[config.mk]
export PLATFORM = sky130hd
export DESIGN_NAME = simprisc_wb_arbiter
export DESIGN_NICKNAME = d
export VERILOG_FILES = /design/src/rtl/simprisc_wb_arbiter.sv
export SDC_FILE = /design/constraint.sdc
export NUM_CORES = 1
export LEC_CHECK = 0
export ABC_AREA = 1
export BUFFER_PORTS_ARGS = -buffer_cell sky130_fd_sc_hd__buf_2
export CAP_MARGIN = 20
export CORE_UTILIZATION = 50
export CTS_CLUSTER_DIAMETER = 200
export CTS_CLUSTER_SIZE = 12
export DETAILED_ROUTE_END_ITERATION = 10
export MAX_ROUTING_LAYER = met4
export PLACE_DENSITY = 0.89
export SYNTH_ARGS = -nofsm -noshare
export SYNTH_HDL_FRONTEND = slang
export SYNTH_SLANG_ARGS = --single-unit
[constraint.sdc]
create_clock -name clk -period 4.75 [get_ports clk]
set_clock_uncertainty 0.15 [all_clocks]
set_input_delay 0.2375 -clock clk [delete_from_list [all_inputs] [get_ports clk]]
set_output_delay 0.2375 -clock clk [all_outputs]
set_load 0.01 [all_outputs]
[src/rtl/simprisc_wb_arbiter.sv]
// Round-robin write-back arbiter for the simprisc register file write port, with a
// registered write stage and pause/drain control. Define SIMPRISC_WB_FWD_EN for the forwarding port.
module simprisc_wb_arbiter #(
    parameter int XLEN    = 32,
    parameter int N_REQ   = 3,
    parameter int RADDR_W = 5
) (
    input  logic                     clk,
    input  logic                     rst,
    input  logic [N_REQ-1:0]         req_valid,
    input  logic [N_REQ*RADDR_W-1:0] req_rd,
    input  logic [N_REQ*XLEN-1:0]    req_data,
    output logic [N_REQ-1:0]         req_ready,
    input  logic                     pause_req,
    output logic                     paused,
    output logic                     rf_we,
    output logic [RADDR_W-1:0]       rf_waddr,
    output logic [XLEN-1:0]          rf_wdata,
    output logic [15:0]              x0_drop_cnt
`ifdef SIMPRISC_WB_FWD_EN
    ,
    input  logic [RADDR_W-1:0]       fwd_raddr,
    output logic                     fwd_hit,
    output logic [XLEN-1:0]          fwd_data
`endif
);
    localparam int PW = (N_REQ > 1) ? $clog2(N_REQ) : 1;

    localparam logic [1:0] RUN    = 2'd0;
    localparam logic [1:0] DRAIN  = 2'd1;
    localparam logic [1:0] PAUSED = 2'd2;

    logic [1:0]         state;
    logic [PW-1:0]      rr_ptr;
    logic [PW-1:0]      gnt_idx;
    logic [PW-1:0]      cand;
    logic               gnt_any;
    logic [RADDR_W-1:0] sel_rd;
    logic [XLEN-1:0]    sel_data;

    logic [RADDR_W-1:0] rd_arr   [N_REQ];
    logic [XLEN-1:0]    data_arr [N_REQ];

    for (genvar i = 0; i < N_REQ; i++) begin : g_unpack
        assign rd_arr[i]   = req_rd[i*RADDR_W +: RADDR_W];
        assign data_arr[i] = req_data[i*XLEN +: XLEN];
    end

    // Rotating search from rr_ptr; pause_req gates the grant in the very cycle it is seen.
    always_comb begin
        int idx;
        gnt_any   = 1'b0;
        gnt_idx   = '0;
        cand      = '0;
        req_ready = '0;
        idx       = 0;
        if (!rst && state == RUN && !pause_req) begin
            for (int k = 0; k < N_REQ; k++) begin
                idx = int'(rr_ptr) + k;
                if (idx >= N_REQ) idx = idx - N_REQ;
                cand = PW'(idx);
                if (!gnt_any && req_valid[cand]) begin
                    gnt_any = 1'b1;
                    gnt_idx = cand;
                end
            end
            if (gnt_any) req_ready[gnt_idx] = 1'b1;
        end
    end

    assign sel_rd   = rd_arr[gnt_idx];
    assign sel_data = data_arr[gnt_idx];

    always_ff @(posedge clk) begin
        if (rst) begin
            state       <= RUN;
            rr_ptr      <= '0;
            rf_we       <= 1'b0;
            rf_waddr    <= '0;
            rf_wdata    <= '0;
            x0_drop_cnt <= '0;
        end else begin
            // Writes to x0 are accepted but never reach the register file.
            rf_we <= gnt_any && (sel_rd != '0);
            if (gnt_any) begin
                rf_waddr <= sel_rd;
                rf_wdata <= sel_data;
                rr_ptr   <= (gnt_idx == PW'(N_REQ-1)) ? '0 : gnt_idx + 1'b1;
                if (sel_rd == '0 && x0_drop_cnt != 16'hFFFF)
                    x0_drop_cnt <= x0_drop_cnt + 16'd1;
            end
            case (state)
                RUN:     if (pause_req) state <= DRAIN;
                DRAIN:   state <= pause_req ? PAUSED : RUN;
                PAUSED:  if (!pause_req) state <= RUN;
                default: state <= RUN;
            endcase
        end
    end

    assign paused = (state == PAUSED);

`ifdef SIMPRISC_WB_FWD_EN
    assign fwd_hit  = rf_we && (rf_waddr == fwd_raddr) && (fwd_raddr != '0);
    assign fwd_data = fwd_hit ? rf_wdata : '0;
`endif

endmodule

==> out/metrics.csv, run 1 <==
stage,metric,value,unit
sta,period_share,81.8,%
synth,yosys_warnings,0,
power_and_ir_drop,total_power,1.32,mW
sta,min_period,3890,ps
final_layout,syn_to_final_growth,28.3,%
cts,htreeDepth,3,
cts,clock_path_buffers,2,
floorplan,start_util,53.0,%
synth,synth-xor-area-share,0.253,%
critical_path,cp_slowest_cell,nand2_2,
cts,cts_resized,0,
sta,finalSetupViolCount,0,
synth,async_flop_share,0,%
placement,routabilityCongestion,0.876,
drt,wl_per_cell,14.0,um
synth,yosysMostFrequentCell,nand2_1,
critical_path,crit_type,reg2reg,
critical_path,path_max_fanout,40,
hold_path,holdPathEnd,rf_wdata[1]$_SDFFE_PP0P_,
critical_path,crit_chain,inv_1 > ha_1 > inv_2 > nand2_1 > nand3_2 > nand2_4 > nor2_1 > a21boi_1 > nand2_1 > nand2_2 > inv_2 > nand2_1 > nand2_1 > nor2_4 > inv_2 > nor2_4 > nand4_1 > nand2_1 > nor2_1,
critical_path,worst_setup_path_end_kind,flip-flop,
drt,drc,0,
hold_path,hold_class,in2reg,
final_layout,nNetsFinal,779,
sta,tns,0,ps
drt,first_pass_iters,5,
critical_path,required,4830,ps
sta,timing.fmax,257,MHz
synth,synth_top_area_cell,dfxtp_1,
floorplan,core_area,6530,um^2
synth,synthTopCellsByArea,"dfxtp_1 (34%), nand2_1 (9.0%), nor2_1 (7.0%), a31oi_1 (6.5%), o21a_1 (6.1%)",
synth,synth-seq-cells,58,
final_layout,fin_cells,739,
sta,drv_slew,0,
cts,postCtsHoldBufs,0,
drt,detail_route.iter0.violations,199,
placement,hpwl,7640,um
synth,synthesis.nets,625,
critical_path,crit_top_cell,nand2_1,
cts,cts-root-buf,clkbuf_8,
run_status,outcome,"complete, no violations",
final_layout,fin_util,68.0,%
synth,synth_top_family_by_area,simple AND/OR/NAND/NOR gates,
sta,hold_viol,0,
power_and_ir_drop,p_per_area,298,nW/um^2
grt,grt_max_degree,55,
synth,synth-adder-area-share,1.81,%
cts,clkTransAtPathRegs,70,ps
hold_path,min_from,req_data[65],
synth,synth_simple_gate_area_share,29.7,%
critical_path,slowest_delay,550,ps
cts,post-cts-setup-buffer-count,0,
drt,totalWireLength,10300,um
drt,num_vias,4072,
final_layout,diodes,0,
grt,grt_pass1_vias,3588,
synth,synthTopCellsByCount,"nand2_1 (83), nor2_1 (65), dfxtp_1 (58)",
drt,ant_nets,0,
placement,place.port_buffers,174,
synth,syn-instance-count,503,
sta,slew_headroom,30.5,%
grt,gr-total-overflow,0,
synth,synth-seq-area-share,33.5,%
critical_path,rr_worst_depth,19,
synth,synth_edf_count,0,
sta,setup_slack,863,ps
critical_path,reg2reg_to,x0_drop_cnt[4]$_SDFFE_PP0P_,
sta,worst-slew-pin-transition,1040,ps
grt,antenna_found_initial,0,
synth,synth_compound_area_share,25.5,%
job,max_cap_violations,0,
grt,grt_usage,29.6,%
critical_path,cp-start-kind,flip-flop,
placement,dp.cells,723,
floorplan,io_pins,175,
floorplan,die_h,85.2,um
cts,cts_tree,done,
synth,muxShareOfSynthArea,0,%
synth,synth_area,3460,um^2
drt,viasPerCell,5.51,
power_and_ir_drop,leakagePower,2.09,nW
floorplan,dieArea,7260,um^2
power_and_ir_drop,peakVddDrop,159,uV
critical_path,regToRegSetupSlack,860,ps
critical_path,cp.arrival,3960,ps
cts,clk-insertion-delay-late,330,ps
hold_path,holdPathStages,3,
synth,synth.top_cell.area_share,33.5,%
grt,grt_pass1_wl,16500,um
synth,synth_cell_types,34,
final_layout,drive_gt1_share,32.6,%
cts,clock-sinks,58,
cts,cts_buffers,9,
floorplan,rows,29,
synth,dominantRegCellSynth,dfxtp_1,
synth,synth.avg_cell_area,6.89,um^2
floorplan,die_width,85.2,um
critical_path,r2r_start,rr_ptr[0]$_SDFFE_PP0P_,
placement,dp_slack,894,ps
sta,rsz0062_at_grt,no,
report_power, final:
group / internal, mW / switching [mW]
Combinational: 0.149 / 0.212
Clock: 0.202 / 0.198
Sequential: 0.536 / 0.0273
Total: 0.886 / 0.437
layer usage:
metal / routed length, um / GRT usage (%)
met3: 665 / 5.84
met4: 285 / 11.9
met2: 5130 / 49.6
met5: 0 / -
met1: 4270 / 34.8
flip-flops by register name, summed over array words and instances, names as in the netlist:
name and cells:
state 2, rr_ptr 2, rf_waddr 5, rf_we 1
x0_drop_cnt 16, rf_wdata 32
kinds of logic (layout without fill, tap and decap cells):
| family | Yosys count | after routing |
|---|---|---|
| xor gates and xnor gates | 1 | 1 |
| AOI/OAI and AO/OA | 150 | 150 |
| DFF | 58 | 58 |
| adders and majority gates | 5 | 5 |
| buffers and inverters | 74 | 233 |
| and+or+nand+nor | 215 | 215 |
critical path: cells and delay by family, from the launching register on:
kind / cells / cell delay, ps
simple gates: 13 / 2020
flops: 1 / 380
compound gates: 1 / 110
buf+inv: 4 / 700
fa+ha+maj: 1 / 400
final cells by class:
| type | count | area [um^2] |
|---|---|---|
| sequential | 58 | 1160 |
| fill | 570 | 2090 |
| clock inverter | 3 | 15.0 |
| clock buffer | 13 | 149 |
| tap | 77 | 96.3 |
| timing repair buffer | 175 | 878 |
| inverter | 42 | 158 |
| multi-input combinational | 371 | 1980 |
cell usage in the layout, fill, tap and decap left out, types with 6 or more instances in the layout:
master,n
clkbuf_8,10
nand4_1,23
o21a_1,28
nor2_1,65
inv_2,7
nand2_2,7
nand3_1,17
nand3_2,6
buf_2,174
dfxtp_1,58
o21ai_0,42
inv_1,35
nand2_1,83
a21oi_1,33
a31oi_1,36
through the flow:
stage	instance area [um^2]	hold WS, ps
after floorplan	3460	157
after global placement	4280	285
after detailed placement	4280	300
after CTS	4440	8.41
after global routing	4440	15.3
final	4440	13.6
how the worst max path moves through the flow:
stage / startpoint / to / slack, ps
after floorplan: rr_ptr[0]$_SDFFE_PP0P_ / x0_drop_cnt[13]$_SDFFE_PP0P_ / 2120
after global placement: rr_ptr[0]$_SDFFE_PP0P_ / x0_drop_cnt[9]$_SDFFE_PP0P_ / 1040
after detailed placement: rr_ptr[0]$_SDFFE_PP0P_ / x0_drop_cnt[4]$_SDFFE_PP0P_ / 890
after CTS: rr_ptr[0]$_SDFFE_PP0P_ / x0_drop_cnt[4]$_SDFFE_PP0P_ / 860
after global routing: rr_ptr[0]$_SDFFE_PP0P_ / x0_drop_cnt[4]$_SDFFE_PP0P_ / 430
final: rr_ptr[0]$_SDFFE_PP0P_ / x0_drop_cnt[4]$_SDFFE_PP0P_ / 860
No activity file was read; power rests on OpenSTA's default activity.
==> run 2, diff against run 1 <==
--- a/config.mk
+++ b/config.mk
@@ -5,15 +5,15 @@
 export SDC_FILE = /design/constraint.sdc
 export NUM_CORES = 1
 export LEC_CHECK = 0
-export ABC_AREA = 1
+export ABC_AREA = 0
 export BUFFER_PORTS_ARGS = -buffer_cell sky130_fd_sc_hd__buf_2
 export CAP_MARGIN = 20
-export CORE_UTILIZATION = 50
+export CORE_UTILIZATION = 41
 export CTS_CLUSTER_DIAMETER = 200
 export CTS_CLUSTER_SIZE = 12
 export DETAILED_ROUTE_END_ITERATION = 10
 export MAX_ROUTING_LAYER = met4
-export PLACE_DENSITY = 0.89
+export PLACE_DENSITY = 0.79
 export SYNTH_ARGS = -nofsm -noshare
 export SYNTH_HDL_FRONTEND = slang
 export SYNTH_SLANG_ARGS = --single-unit
==> constraint.sdc (replaced) <==
create_clock -name clk -period 3.2 [get_ports clk]
set_clock_uncertainty 0.15 [all_clocks]
set_input_delay 0.16 -clock clk [delete_from_list [all_inputs] [get_ports clk]]
set_output_delay 0.16 -clock clk [all_outputs]
set_load 0.01 [all_outputs]
==> out/metrics.csv, run 2 <==
stage,metric,value,unit
grt,grt_pass1_vias,3338,
synth,async_flop_share,0,%
placement,dpl_cell_area,4250,um^2
sta,min_period,3050,ps
synth,synth_cell_types,44,
drt,detail_route.iter0.violations,146,
critical_path,regToRegSetupSlack,150,ps
synth,synth_edf_count,0,
run_status,outcome,"complete, no violations",
floorplan,die_h,91.3,um
placement,hpwl,7480,um
final_layout,largestRegisters,"rf_wdata: 32 flops, x0_drop_cnt: 16 flops, rf_waddr: 5 flops",
synth,synthesis.nets,509,
placement,dp_slack,-48.3,ps
power_and_ir_drop,p_per_area,464,nW/um^2
floorplan,dieArea,8330,um^2
cts,clock_path_buffers,2,
final_layout,final.fill_count,728,
cts,cts_tree,done,
critical_path,crit_chain,inv_1 > ha_1 > nand3b_1 > o21ai_4 > a311o_1 > nand3_2 > o311a_4 > nor4_1 > mux2_2,
critical_path,crit_type,reg2reg,
synth,synth-seq-cells,58,
grt,grt_usage,24.8,%
cts,clk-insertion-delay-late,330,ps
drt,drc,0,
final_layout,nNetsFinal,674,
grt,gr-total-overflow,0,
floorplan,die_width,91.3,um
synth,synth.top_cell.area_share,35.5,%
drt,viasPerCell,5.65,
synth,yosys_warnings,0,
placement,place.port_buffers,174,
synth,synthTopCellsByCount,"dfxtp_1 (58), a21oi_1 (48), o21ai_0 (43)",
drt,first_pass_iters,4,
floorplan,rows,32,
floorplan,core_area,7730,um^2
final_layout,largest_register,rf_wdata,
floorplan,start_util,42.3,%
synth,dominantRegCellSynth,dfxtp_1,
sta,period_share,95.2,%
sta,slew_headroom,64.2,%
power_and_ir_drop,peakVddDrop,277,uV
synth,synth-seq-area-share,35.5,%
drt,totalWireLength,10500,um
final_layout,layout_commonest_cell,buf_2,
cts,cts-root-buf,clkbuf_8,
final_layout,fin_cells,659,
cts,clkTransAtPathRegs,70,ps
placement,dp.cells,642,
synth,yosysMostFrequentCell,dfxtp_1,
cts,post-cts-setup-buffer-count,0,
critical_path,path_max_fanout,25,
synth,synth.avg_cell_area,8.44,um^2
sta,fin_hold_ws,57.1,ps
critical_path,worst_setup_path_end_kind,flip-flop,
critical_path,cp.arrival,3120,ps
placement,routabilityCongestion,0.835,
critical_path,slowest_delay,490,ps
synth,syn-instance-count,387,
final_layout,final_area,4510,um^2
sta,timing.fmax,328,MHz
critical_path,cp-start-kind,flip-flop,
sta,setup_slack,155,ps
final_layout,largest_reg_flops,32,
critical_path,crit_buf_inv,1,
grt,grt_pass1_wl,16200,um
synth,synth_area,3270,um^2
cts,htreeDepth,3,
job,max_cap_violations,0,
final_layout,syn_to_final_growth,38.0,%
final_layout,diodes,0,
drt,ant_nets,0,
power_and_ir_drop,total_power,2.09,mW
floorplan,io_pins,175,
power_and_ir_drop,leakagePower,2.24,nW
grt,grt_max_degree,65,
cts,clock-sinks,58,
cts,cts_buffers,9,
grt,antenna_found_initial,0,
sta,hold_viol,0,
sta,worst-slew-pin-transition,534,ps
drt,wl_per_cell,15.9,um
final_layout,final_cell_mix,"buf_2 (174), dfxtp_1 (57), a21oi_1 (48), o21ai_0 (42), a31o_2 (37)",
synth,synthTopCellsByArea,"dfxtp_1 (36%), mux2i_1 (11%), a31o_2 (9.9%), a21oi_1 (7.4%), o21ai_0 (6.6%)",
synth,synth_top_area_cell,dfxtp_1,
critical_path,required,3280,ps
critical_path,critical_path.top_delay_family,compound AO/OA/AOI/OAI gates,
hold_path,hold_class,in2reg,
final_layout,drive_gt1_share,45.6,%
sta,drv_slew,0,
sta,finalSetupViolCount,0,
critical_path,cp_slowest_cell,o311a_4,
drt,num_vias,3725,
run 2: cell types whose count changed after synthesis, moves of 28 or more:
cell / delta
o21a_1: -28
a31oi_1: -31
nor2_1: -47
a31o_2: +37
mux2i_1: +35
nand2_1: -65
inv_1: -28
run 2: worst paths after layout:
path | start | to | depth (start not counted)
max | rr_ptr[0]$_SDFFE_PP0P_ | x0_drop_cnt[10]$_SDFFE_PP0P_ | 9
min | req_data[61] | rf_wdata[29]$_SDFFE_PP0P_ | 4
max reg2reg | rr_ptr[0]$_SDFFE_PP0P_ | x0_drop_cnt[10]$_SDFFE_PP0P_ | 9
min reg2reg | rf_waddr[2]$_SDFFE_PP0P_ | rf_waddr[2]$_SDFFE_PP0P_ | 1
run 2: routing by layer:
| metal | global-route usage [%] | share of wire (%) | vias up |
|---|---|---|---|
| li1 | - | - | 1801 |
| met1 | 31.2 | 43 | 1752 |
| met2 | 40.2 | 49 | 153 |
| met3 | 4.86 | 6.0 | 19 |
| met4 | 7.94 | 2.1 | 0 |
| met5 | - | 0 | - |
run 2: final cells by class:
cell class / count / area, um^2 / share of cell area [%]
clock buffers: 12 / 155 / 3.44
inverters: 7 / 26.3 / 0.583
flip-flops and latches: 58 / 1160 / 25.8
clock inverters: 4 / 48.8 / 1.08
well taps: 102 / 128 / 2.83
repair buffers: 189 / 1020 / 22.6
multi-input cells: 287 / 1970 / 43.7
run 2: repair_timing:
| action | in CTS | in global routing |
|---|---|---|
| endpoints found under the hold margin | 2 | 0 |
| cloned | 0 | 0 |
| hold buffers | 1 | 0 |
| gates resized for setup | 2 | 10 |
| setup endpoints to repair | 7 | 48 |
run 2: kinds of logic (layout without fill, tap and decap cells):
logic type | count (synthesis) | in the layout | synth area share (%)
and+or+nand+nor | 83 | 83 | 13.4
AOI/OAI and AO/OA | 160 | 160 | 31.8
muxes | 38 | 38 | 11.8
DFF | 58 | 58 | 35.5
xor gates and xnor gates | 1 | 1 | 0.268
adders and majority gates | 5 | 5 | 1.91
buffers and inverters | 42 | 212 | 5.40
run 2: worst register-to-register path, delay by kind of cell (launching register included):
kind | cells | cell delay, ps
DFF | 1 | 340
and+or+nand+nor | 3 | 710
muxes | 1 | 360
adders and majority gates | 1 | 380
buffers and inverters | 1 | 90
AOI/OAI and AO/OA | 3 | 920
run 2: where the power goes:
part,switching [mW],internal (mW),leakage (nW)
clock network,0.300,0.403,0.107
registers,0.0341,0.788,0.475
logic,0.313,0.254,1.66
total,0.647,1.45,2.24
run 2: through the flow:
step | setup TNS, ps | utilization [%]
floorplan | 0 | -
global placement | 0 | 55.1
detailed placement | -61.8 | 55.1
CTS | 0 | 57.9
global route | -20.7 | 58.4
finish | 0 | 58.4
==> run 3, diff against run 2 <==
==> constraint.sdc (replaced) <==
create_clock -name clk -period 3.2 [get_ports clk]
set_clock_uncertainty 0.15 [all_clocks]
set_input_delay 0.64 -clock clk [delete_from_list [all_inputs] [get_ports clk]]
set_output_delay 0.64 -clock clk [all_outputs]
set_load 0.01 [all_outputs]
==> out/metrics.csv, run 3 (synthesis gave the netlist of run 2 again) <==
stage,metric,value,unit
critical_path,reg2reg_to,x0_drop_cnt[10]$_SDFFE_PP0P_,
floorplan,start_util,42.3,%
cts,clk-insertion-delay-late,330,ps
sta,period_share,95.9,%
power_and_ir_drop,seqPwrFrac,37.4,%
placement,place.port_buffers,174,
job,max_cap_violations,0,
drt,drc,0,
placement,routabilityCongestion,0.890,
floorplan,die_h,91.3,um
critical_path,cp.arrival,2280,ps
hold_path,holdPathStages,2,
cts,cts_tree,done,
final_layout,drive_gt1_share,46.2,%
hold_path,holdPathEnd,rr_ptr[0]$_SDFFE_PP0P_,
drt,wl_met1,4240,um
drt,totalWireLength,10100,um
critical_path,regToRegSetupSlack,170,ps
power_and_ir_drop,peakVddDrop,358,uV
grt,grt_usage,24.3,%
sta,slew_headroom,57.9,%
drt,ant_nets,0,
sta,tns,0,ps
drt,highest_layer,met4,
drt,dr_wl_met3,478,um
critical_path,cp-start-kind,flip-flop,
cts,clock_path_buffers,2,
drt,met2_length,5220,um
power_and_ir_drop,switching_share,29.0,%
final_layout,nNetsFinal,673,
final_layout,diodes,0,
power_and_ir_drop,p_per_area,485,nW/um^2
critical_path,r2r_start,rr_ptr[0]$_SDFFE_PP0P_,
floorplan,die_width,91.3,um
sta,rsz0062_at_grt,no,
drt,viasPerCell,5.58,
grt,grt_pass1_vias,3375,
floorplan,rows,32,
final_layout,largestRegisters,"rf_wdata: 32 flops, x0_drop_cnt: 16 flops, rf_waddr: 5 flops",
sta,worst-slew-pin-transition,631,ps
power_and_ir_drop,power_frac_comb,25.7,%
final_layout,fin_util,58.6,%
drt,wl_per_cell,15.3,um
grt,gr-total-overflow,0,
drt,detail_route.iter0.violations,105,
critical_path,required,2410,ps
final_layout,syn_to_final_growth,38.6,%
critical_path,crit_type,reg2out,
hold_path,hold_class,reg2reg,
floorplan,dieArea,8330,um^2
grt,antenna_found_initial,0,
sta,drv_slew,0,
run_status,outcome,"complete, no violations",
cts,htreeDepth,3,
cts,cts-root-buf,clkbuf_8,
final_layout,largest_reg_flops,32,
drt,first_pass_iters,5,
power_and_ir_drop,total_power,2.20,mW
power_and_ir_drop,switchingPower,638,uW
sta,hold_viol,0,
power_and_ir_drop,leakagePower,2.25,nW
final_layout,largest_register,rf_wdata,
power_and_ir_drop,internal_power,1.56,mW
final_layout,layout_commonest_cell,buf_2,
drt,num_vias,3671,
power_and_ir_drop,p_clk_share,36.9,%
final_layout,final_cell_mix,"buf_2 (174), dfxtp_1 (57), a21oi_1 (47), o21ai_0 (42), a31o_2 (37)",
critical_path,rr_worst_depth,10,
cts,clock-sinks,58,
grt,grt_pass1_wl,15800,um
grt,grt_max_degree,43,
critical_path,path_max_fanout,9,
sta,min_period,3070,ps
final_layout,final.fill_count,718,
sta,fin_hold_ws,328,ps
cts,clkTransAtPathRegs,60,ps
hold_path,min_from,rr_ptr[0]$_SDFFE_PP0P_,
cts,cts_buffers,9,
sta,finalSetupViolCount,0,
floorplan,core_area,7730,um^2
sta,timing.fmax,326,MHz
placement,hpwl,7220,um
floorplan,io_pins,175,
critical_path,worst_setup_path_end_kind,output pin,
-- run 3: timing repair --
item	in CTS	in global routing
gates cloned	0	0
hold buffers	0	0
resized for setup	3	7
pin swaps	0	1
setup buffers	1	2
setup endpoints to repair	2	9
-- run 3: worst max path at each step --
| stage | from | endpoint | cells past startpoint |
|---|---|---|---|
| 5_1_grt | rr_ptr[0]$_SDFFE_PP0P_ | req_ready[0] | 9 |
| 6_report | rr_ptr[0]$_SDFFE_PP0P_ | req_ready[0] | 9 |
| 2_1_floorplan | rr_ptr[0]$_SDFFE_PP0P_ | req_ready[0] | 12 |
| 4_1_cts | rr_ptr[0]$_SDFFE_PP0P_ | req_ready[0] | 9 |
| 3_3_place_gp | rr_ptr[0]$_SDFFE_PP0P_ | x0_drop_cnt[14]$_SDFFE_PP0P_ | 10 |
| 3_5_place_dp | rr_ptr[0]$_SDFFE_PP0P_ | x0_drop_cnt[10]$_SDFFE_PP0P_ | 10 |
-- run 3: cell type report --
cell class | instances | area, um^2 | area share [%]
Multi-Input combinational cell | 287 | 1990 | 44.0
Sequential cell | 58 | 1160 | 25.7
Timing Repair Buffer | 188 | 988 | 21.8
Clock buffer | 10 | 128 | 2.82
Tap cell | 102 | 128 | 2.82
Clock inverter | 6 | 105 | 2.32
Inverter | 7 | 26.3 | 0.580
-- run 3: worst max-delay path, stage by stage, from the launching register on --
cell	delay, ps
dfxtp_2	350
inv_1	80
ha_4	330
mux2i_2	260
o22a_2	210
o311a_1	180
o31a_4	160
nand2_1	80
a21oi_2	140
buf_2	150
-- run 3: stage by stage --
stage,instances,setup WS [ps],instance area (um^2)
2_1_floorplan,387,89.5,3270
3_3_place_gp,639,161,4230
3_5_place_dp,639,39.4,4230
4_1_cts,656,44.2,4490
5_1_grt,658,6.45,4530
6_report,658,132,4530
-- run 3: layer usage --
metal	vias up	track usage (%)
li1	1793	-
met1	1748	29.8
met2	113	40.6
met3	17	4.27
met4	0	7.54
met5	-	-
-- run 3: power by group through the flow --
stage | clock network, mW | registers, mW | logic [mW]
after floorplan | 0 | 0.866 | 0.299
after global placement | 0 | 0.834 | 0.524
after detailed placement | 0 | 0.836 | 0.540
after CTS | 0.827 | 0.820 | 0.550
after global routing | 0.863 | 0.828 | 0.617
final | 0.810 | 0.821 | 0.564
